### src/rtl/key_calc_ctrl.sv
// Keyboard entry sequencer for two 2-digit operands and an operator, with a
// 14-step double-dabble engine that converts the result for the 4-digit display.
module key_calc_ctrl (
    input  logic       clk,
    input  logic       rst,
    input  logic       key_valid,
    input  logic [3:0] key_code,
    output logic [3:0] N2,
    output logic [3:0] N1,
    output logic [3:0] S1,
    output logic [3:0] S0,
    output logic [2:0] mark,
    output logic       busy
);
    localparam int unsigned OPD_W = 7;
    localparam int unsigned BIN_W = 14;
    localparam int unsigned BCD_W = 16;
    localparam int unsigned ITERS = 14;

    typedef enum logic [1:0] {ENT_A, ENT_B, CONV, RESULT} state_t;

    state_t                state;
    logic [1:0]            cnt_a;
    logic [1:0]            cnt_b;
    logic [3:0]            iter;
    logic [BIN_W-1:0]      bin;
    logic [BCD_W-1:0]      bcd;
    logic                  neg;

    logic                  is_digit_c;
    logic                  is_op_c;
    logic                  is_enter_c;
    logic                  is_clear_c;
    logic [OPD_W-1:0]      a_val_c;
    logic [OPD_W-1:0]      b_val_c;
    logic [BIN_W-1:0]      res_c;
    logic                  res_neg_c;
    logic [BCD_W-1:0]      adj_c;
    logic [BCD_W+BIN_W-1:0] dd_nxt_c;

    // Key decode and operand values from the displayed digits
    always_comb begin
        is_digit_c = key_valid && (key_code <= 4'd9);
        is_op_c    = key_valid && (key_code >= 4'd10) && (key_code <= 4'd12);
        is_enter_c = key_valid && (key_code == 4'd13);
        is_clear_c = key_valid && (key_code == 4'd14);
        a_val_c    = OPD_W'(N2) * OPD_W'(10) + OPD_W'(N1);
        b_val_c    = OPD_W'(S1) * OPD_W'(10) + OPD_W'(S0);
    end

    // Result magnitude and sign for the current operator
    always_comb begin
        res_c     = '0;
        res_neg_c = 1'b0;
        case (mark)
            3'd1: res_c = BIN_W'(a_val_c) + BIN_W'(b_val_c);
            3'd2: begin
                res_neg_c = (a_val_c < b_val_c);
                res_c     = res_neg_c ? BIN_W'(b_val_c - a_val_c)
                                      : BIN_W'(a_val_c - b_val_c);
            end
            3'd3: res_c = BIN_W'(a_val_c) * BIN_W'(b_val_c);
            default: res_c = '0;
        endcase
    end

    // One double-dabble step: add-3 to nibbles >= 5, then shift left
    always_comb begin
        adj_c = bcd;
        for (int i = 0; i < 4; i++) begin
            if (bcd[4*i +: 4] >= 4'd5)
                adj_c[4*i +: 4] = bcd[4*i +: 4] + 4'd3;
        end
        dd_nxt_c = (BCD_W+BIN_W)'({adj_c, bin} << 1);
    end

    always_ff @(posedge clk) begin
        if (rst || is_clear_c) begin
            state <= ENT_A;
            N2    <= '0;
            N1    <= '0;
            S1    <= '0;
            S0    <= '0;
            mark  <= '0;
            busy  <= 1'b0;
            cnt_a <= '0;
            cnt_b <= '0;
            iter  <= '0;
            bin   <= '0;
            bcd   <= '0;
            neg   <= 1'b0;
        end else begin
            case (state)
                ENT_A: begin
                    if (is_digit_c && cnt_a < 2'd2) begin
                        N2    <= N1;
                        N1    <= key_code;
                        cnt_a <= cnt_a + 2'd1;
                    end else if (is_op_c) begin
                        mark  <= 3'(key_code - 4'd9);
                        state <= ENT_B;
                    end
                end
                ENT_B: begin
                    if (is_digit_c && cnt_b < 2'd2) begin
                        S1    <= S0;
                        S0    <= key_code;
                        cnt_b <= cnt_b + 2'd1;
                    end else if (is_op_c && cnt_b == 2'd0) begin
                        mark  <= 3'(key_code - 4'd9);
                    end else if (is_enter_c && cnt_b != 2'd0) begin
                        bin   <= res_c;
                        neg   <= res_neg_c;
                        bcd   <= '0;
                        iter  <= '0;
                        busy  <= 1'b1;
                        state <= CONV;
                    end
                end
                CONV: begin
                    // Keys other than clear are dropped while converting
                    if (iter == 4'(ITERS)) begin
                        N2    <= bcd[15:12];
                        N1    <= bcd[11:8];
                        S1    <= bcd[7:4];
                        S0    <= bcd[3:0];
                        mark  <= neg ? 3'd5 : 3'd4;
                        busy  <= 1'b0;
                        state <= RESULT;
                    end else begin
                        bcd  <= dd_nxt_c[BCD_W+BIN_W-1:BIN_W];
                        bin  <= dd_nxt_c[BIN_W-1:0];
                        iter <= iter + 4'd1;
                    end
                end
                RESULT: begin
                    if (is_digit_c) begin
                        N2    <= '0;
                        N1    <= key_code;
                        S1    <= '0;
                        S0    <= '0;
                        mark  <= '0;
                        cnt_a <= 2'd1;
                        cnt_b <= '0;
                        state <= ENT_A;
                    end
                end
                default: state <= ENT_A;
            endcase
        end
    end
endmodule

### config.mk
export PLATFORM = sky130hd
export DESIGN_NAME = key_calc_ctrl
export DESIGN_NICKNAME = d
export VERILOG_FILES = /design/src/rtl/key_calc_ctrl.sv
export SDC_FILE = /design/constraint.sdc
export NUM_CORES = 1
export LEC_CHECK = 0
export CAP_MARGIN = 20
export CORE_MARGIN = 4
export CORE_UTILIZATION = 35
export CTS_BUF_LIST = sky130_fd_sc_hd__clkbuf_8
export DETAILED_ROUTE_END_ITERATION = 10
export PLACE_DENSITY = 0.63
export SLEW_MARGIN = 20
export SYNTH_ARGS = -nofsm -noshare
export SYNTH_HDL_FRONTEND = slang
export SYNTH_SLANG_ARGS = --single-unit
### constraint.sdc
create_clock -name clk -period 13 [get_ports clk]
set_input_delay 1.95 -clock clk [delete_from_list [all_inputs] [get_ports clk]]
set_output_delay 1.95 -clock clk [all_outputs]
set_load 0.01 [all_outputs]
---- Word level (Yosys, flattened, before mapping) ----
Cells that the tools add are included.
word-level totals
  input port bits ......................... 7
  word-level logic and storage cells ...... 150
  memories kept ........................... 0
  ROM bits ................................ 0
  memory bits (writable) .................. 0
  latch bits .............................. 0
  flip-flop bits (word level) ............. 61
operators by class
  divide/modulo/power cells ............... 0
  bitwise gates (word level) .............. 2
  multipliers ............................. 3
  equality and inequality tests ........... 20
  magnitude comparators ................... 10
  shifts and indexed selects .............. 0
  $add $sub $neg .......................... 13
  multiplexer cells ....................... 62
  reduce and logical (&&, ||, !) cells .... 27
operator list
  kind                                                   count
  2-to-1 mux 14 bit                                      5
  2-to-1 mux 4 bit                                       17
  2-to-1 mux 16 bit                                      4
  one-hot mux 4 bit (3 select lines)                     4
  one-hot mux 14 bit (3 select lines)                    1
  one-hot mux 16 bit (2 select lines)                    1
  one-hot mux 14 bit (2 select lines)                    1
  != test 2 bit, second input constant                   11
  2-to-1 mux 3 bit                                       7
  2-to-1 mux 2 bit                                       10
  >= comparator 4 x 3 -> 1 bit, second input constant    4
  subtractor 7 x 7 -> 8 bit                              2
  adder 7 x 4 -> 7 bit                                   2
  multiplier 7 x 7 -> 14 bit                             1
  adder 4 x 2 -> 4 bit, second input constant            3
  == test 4 bit, second input constant                   3
  multiplier 4 x 3 -> 6 bit, second input constant       2
  one-hot mux 3 bit (4 select lines)                     1
  AND reduction 4 bit                                    3
  AND reduction 5 bit                                    2
  logical AND 1 bit                                      9
  adder 7 x 7 -> 8 bit                                   1
  less-or-equal comparator 4 bit, second input constant  2
  one-hot mux 2 bit (2 select lines)                     2
  23 further kinds                                       39

---- Logic depth before layout (Yosys ltp) ----
  word-level depth ........................ 9
  gate-level depth with buffers ........... 23
  mapped depth without buffers ............ 23

---- Worst setup path after synthesis ----
No wires, ideal clock.
  path type ............................... reg2reg
  start ................................... register S1[3]
  end ..................................... register bin[11]
  cell stages (with the launch flop) ...... 21
  slack ................................... 7424 ps
  period minus slack after synthesis ...... 5576 ps
  arrival ................................. 5485 ps
  cells stage by stage .................... dfxtp_1 -> ha_1 -> ha_1 -> fa_1 -> xor2_1 -> inv_1 -> nand2_1 -> fa_1 -> fa_1 -> inv_1 -> fa_1 -> inv_1 -> fa_1 -> inv_1 -> ha_1 -> or2_2 -> o31ai_1 -> o21ai_0 -> xor2_1 -> nand2_1 -> a311oi_1
on the way
  cells in the longest elaborated chain, start to end .. 9
  elaborated cells on any way between the ends .. 12
ends and longest elaborated chain
  element                                                             line  text
  start, declared                                                     10    output logic [3:0] S1,
  start signal, assigned                                              125   S1 <= bcd[7:4];
  multiplier 4 x 3 -> 6 bit *                                         48    b_val_c = OPD_W'(S1) * OPD_W'(10) + OPD_W'(S0);
  adder 7 x 4 -> 7 bit *                                              48
  branches (longest 2 deep; another with multiplier 7 x 7 -> 14 bit)  --
  one-hot mux 14 bit (3 select lines) *                               55    case (mark)
  2-to-1 mux 14 bit *                                                 111   end else if (is_enter_c && cnt_b != 2'd0) begin
  2-to-1 mux 14 bit *                                                 109   end else if (is_op_c && cnt_b == 2'd0) begin
  2-to-1 mux 14 bit *                                                 105   if (is_digit_c && cnt_b < 2'd2) begin
  one-hot mux 14 bit (2 select lines) *                               93    case (state)
  end signal, assigned                                                112   bin <= res_c;
  end signal, assigned                                                132   bin <= dd_nxt_c[BIN_W-1:0];
  end, declared                                                       26    logic [BIN_W-1:0] bin;
Every way passes the cells marked *. The select of a mux whose other input is x is not followed.
A chain may end at the register's enable or synchronous reset.

---- Worst setup path after layout ----
  start ................................... register S1[3]
  end ..................................... register bin[10]
Same word-level chain as after synthesis.

==> qor.yml <==
ff2ff_setup_slack_ns: 6.92
detailedRoute.firstIterationViolations: 490
maximum_number_of_pins_on_one_net_before_global_route_repair: 74
synth.ff_latch_count: 61
unrepaired_setup_endpoints_after_global_routing: "false"
timing.rr.start: "S1[3]$_SDFFE_PP0P_"
maxSlewViolCount: 0
fin_setup_tns_ns: 0
floorplan.initialDensity_pct: 36.1
post_cts_resized: 0
clock_skews_ns: 0.0174
detail_route.wl_per_cell_um: 15.9
tritoncts_clock_tree: "done"
critPathKind: "flip-flop to flip-flop"
numPlacedInstances: 1030
ys_seq_area_share_pct: 19.3
maxClockFrequency_ghz: 0.165
postCtsSetupBuffers: 0
outcome: "completed"
timing.final.ws_setup_ns: 6.92
dieWidth_um: 143
maxCapViolCount: 0
post-dp-hpwl_um: 12700
hold-path-cell-count: 2
comb_power_share_pct: 73.2
fill_cells: 1828
final-setup-viol-count: 0
num-nets-final: 937
power_per_cell_area_nw_per_um2: 226
cts_hold_repair.buffers: 0
ctsLongestPathBuffers: 2
placement_setup_slack_ns: 6.91
antenna_violations_before_repair: 0
number_of_buffers_created_by_cts: 9
irDropWorstVdd_v: 0.000129
synth_area_per_cell_um2: 7.82
maxSlewHeadroom_pct: 31.8
final_cell_count_no_fill: 1046
share_of_final_layout_standard_cells_stronger_than_drive_strength_1_pct: 4.02
crit_path_end_kind: "flip-flop"
insertion_delay_ns: 0.35
synthesis.instances: 811
hp-class: "flip-flop to flip-flop"
mostFrequentLayoutCell: "nor2_1"
final_antenna_net_count: 0
internal-power_uw: 702
synthToLayoutAreaGrowth_pct: 8.76
min_to: "bcd[13]$_SDFFE_PP0P_"
path_clk_slew_ns: 0.09
timing.final.crit_period_ns: 6.08
ff2ff_path_depth: 21
drt_pre_antenna_iters: 5
synth-warning-count: 0
crit_path_required_time_ns: 13.25
total_switching_power_uw: 854
n_antenna_cell: 0
yosys_most_used_dff: "dfxtp_1"
die-area_um2: 20300
gr-total-overflow: 0
grt_first_pass_wirelength_um: 27000
viasPerCell: 5.38
mostFrequentLayoutCells: "89 x nor2_1, 83 x a21oi_1, 82 x ha_1"
die_height_um: 143
net_sw_share_pct: 54.9
vias_in_the_first_global_route: 5277
clockPowerShare_pct: 9.9
grt_util_all_layers_pct: 16.2
final_hold_viol_count: 0
final_weighted_congestion_in_routability_driven_placement: 0.918
worst_hold_startpoint: "bcd[13]$_SDFFE_PP0P_"
num_io_pins: 27
numPortBuffers: 26
cp-startpoint: "S1[3]$_SDFFE_PP0P_"
root_buffer: "clkbuf_8"
remaining_drc_errors: 0
leakage_dissipation_uw: 0.00279
startpoint_type: "flip-flop"
critPathMaxFanout: 7
routed-via-count: 5627
synth_fp_nets: 932
synth_enable_flop_cells: 0
clock_tree.htree_level_count: 3
slew_of_the_pin_with_the_lowest_slew_margin_ns: 1.02
row_count: 48
syn_area_um2: 6340
yosys.cell_types.count: 67
share_seq_of_total_power_pct: 16.9
critical_path_arrival_ns: 6.33
layout_worst_path_cycle_share_pct: 46.7
synthArstFlopShare_pct: 0
drt_wl_total_um: 16600
core_area_um2: 17500
rr_endpoint: "bin[10]$_SDFFE_PP0P_"
cts.sink_count: 61
-- sequential cells by signal (all words and copies together), names as in the netlist --
register and count:
neg 1, state 2, mark 3, S0 4, bin 14, cnt_a 2, bcd 16, iter 4
S1 4, busy 1, cnt_b 2, N1 4, N2 4
-- power by group through the flow --
stage                     clock, µW  sequential [µW]  combinational [µW]
after floorplan                   0              261                 821
after global routing            166              269                1260
final                           154              263                1140
after global placement            0              267                1110
after CTS                       157              264                1120
after detailed placement          0              268                1110
-- cell type report --
type                    count  area [µm²]  area share [%]
clock buffers               9         124            1.80
inverters                  75         282            4.08
clock inverters             7        52.6           0.762
multi-input cells         637        4630            67.1
repair buffers             32         305            4.43
flip-flops and latches     61        1220            17.7
well taps                 225         282            4.08
-- cell families (layout without fill, tap and decap cells) --
family | after synthesis | in the layout | synth area share (%)
AOI/OAI and AO/OA | 231 | 231 | 22.8
xor gates and xnor gates | 26 | 26 | 3.59
adders and majority gates | 114 | 114 | 26.2
buffers and inverters | 113 | 123 | 7.76
DFF | 61 | 61 | 19.3
muxes | 10 | 10 | 1.58
and+or+nand+nor | 256 | 256 | 18.9
-- stage by stage --
step	util [%]	power, µW	area [µm²]	hold WS, ns
4_1_cts	39.3	1540	6890	0.498
2_1_floorplan	-	1080	6340	0.446
6_report	39.3	1560	6890	0.494
3_5_place_dp	38.3	1380	6720	0.484
5_1_grt	39.3	1690	6890	0.518
3_3_place_gp	38.3	1380	6720	0.473
-- synth_stat cells (2+ instances only) --
library cell | instances | area [µm²]
a22oi_1 | 5 | 37.5
a311oi_1 | 5 | 43.8
o21bai_1 | 8 | 60.1
nand3_1 | 29 | 145
nand2b_1 | 12 | 75.1
a221oi_1 | 3 | 26.3
a31oi_1 | 4 | 25.0
or3_1 | 3 | 18.8
a21oi_1 | 83 | 415
nand3b_1 | 3 | 22.5
ha_1 | 83 | 1040
a21o_1 | 7 | 52.6
a222oi_1 | 2 | 20.0
o41ai_1 | 2 | 17.5
inv_1 | 75 | 282
o211ai_1 | 6 | 45.0
nand2_1 | 67 | 251
fa_1 | 31 | 621
o21ai_0 | 54 | 270
clkbuf_1 | 28 | 105
nor3b_1 | 12 | 90.1
clkbuf_8 | 4 | 55.1
nor3_1 | 11 | 55.1
or4_1 | 2 | 15.0
nor2b_1 | 6 | 37.5
nor2_1 | 89 | 334
dfxtp_1 | 61 | 1220
and3_1 | 4 | 25.0
a211oi_2 | 2 | 25.0
buf_6 | 2 | 22.5
o21a_1 | 7 | 52.6
nor4_1 | 5 | 31.3
o22ai_1 | 2 | 12.5
a211oi_1 | 21 | 158
buf_2 | 2 | 10.0
o31ai_1 | 4 | 30.0
nand4_1 | 2 | 12.5
and3b_1 | 2 | 17.5
xor2_1 | 8 | 70.1
xnor2_1 | 18 | 158
o311ai_0 | 2 | 17.5
mux2i_1 | 10 | 100
-- worst max path at each step --
stage                     depth (start not counted)  slack (ns)                    to
after global routing                             22        6.46  bin[10]$_SDFFE_PP0P_
after CTS                                        21        6.90  bin[10]$_SDFFE_PP0P_
after global placement                           20        7.08  bin[11]$_SDFFE_PP0P_
final                                            21        6.92  bin[10]$_SDFFE_PP0P_
after floorplan                                  20        7.42  bin[11]$_SDFFE_PP0P_
after detailed placement                         21        6.91  bin[10]$_SDFFE_PP0P_
-- routing by layer --
metal	track usage, %	vias to the layer above	wire length [µm]
li1	-	2844	-
met1	22.9	2628	8100
met3	3.60	18	959
met4	3.90	0	175
met2	25.4	137	7360
met5	0	-	0
-- critical path: stages, from the launching register on --
cell      delay, ns
dfxtp_1        0.39
ha_1           0.26
ha_1           0.21
fa_1           0.52
xor2_1         0.54
inv_1          0.18
nand2_1        0.13
fa_1           0.45
fa_1           0.55
inv_1          0.06
fa_1           0.53
inv_1          0.06
fa_1           0.55
inv_1          0.05
ha_1           0.37
o21a_1         0.15
o31a_1         0.20
nor4_1         0.06
nor3_1         0.22
xor2_1         0.17
nand2_1        0.07
a311oi_1       0.27
Note: power is estimated with default switching activity, not from simulation.
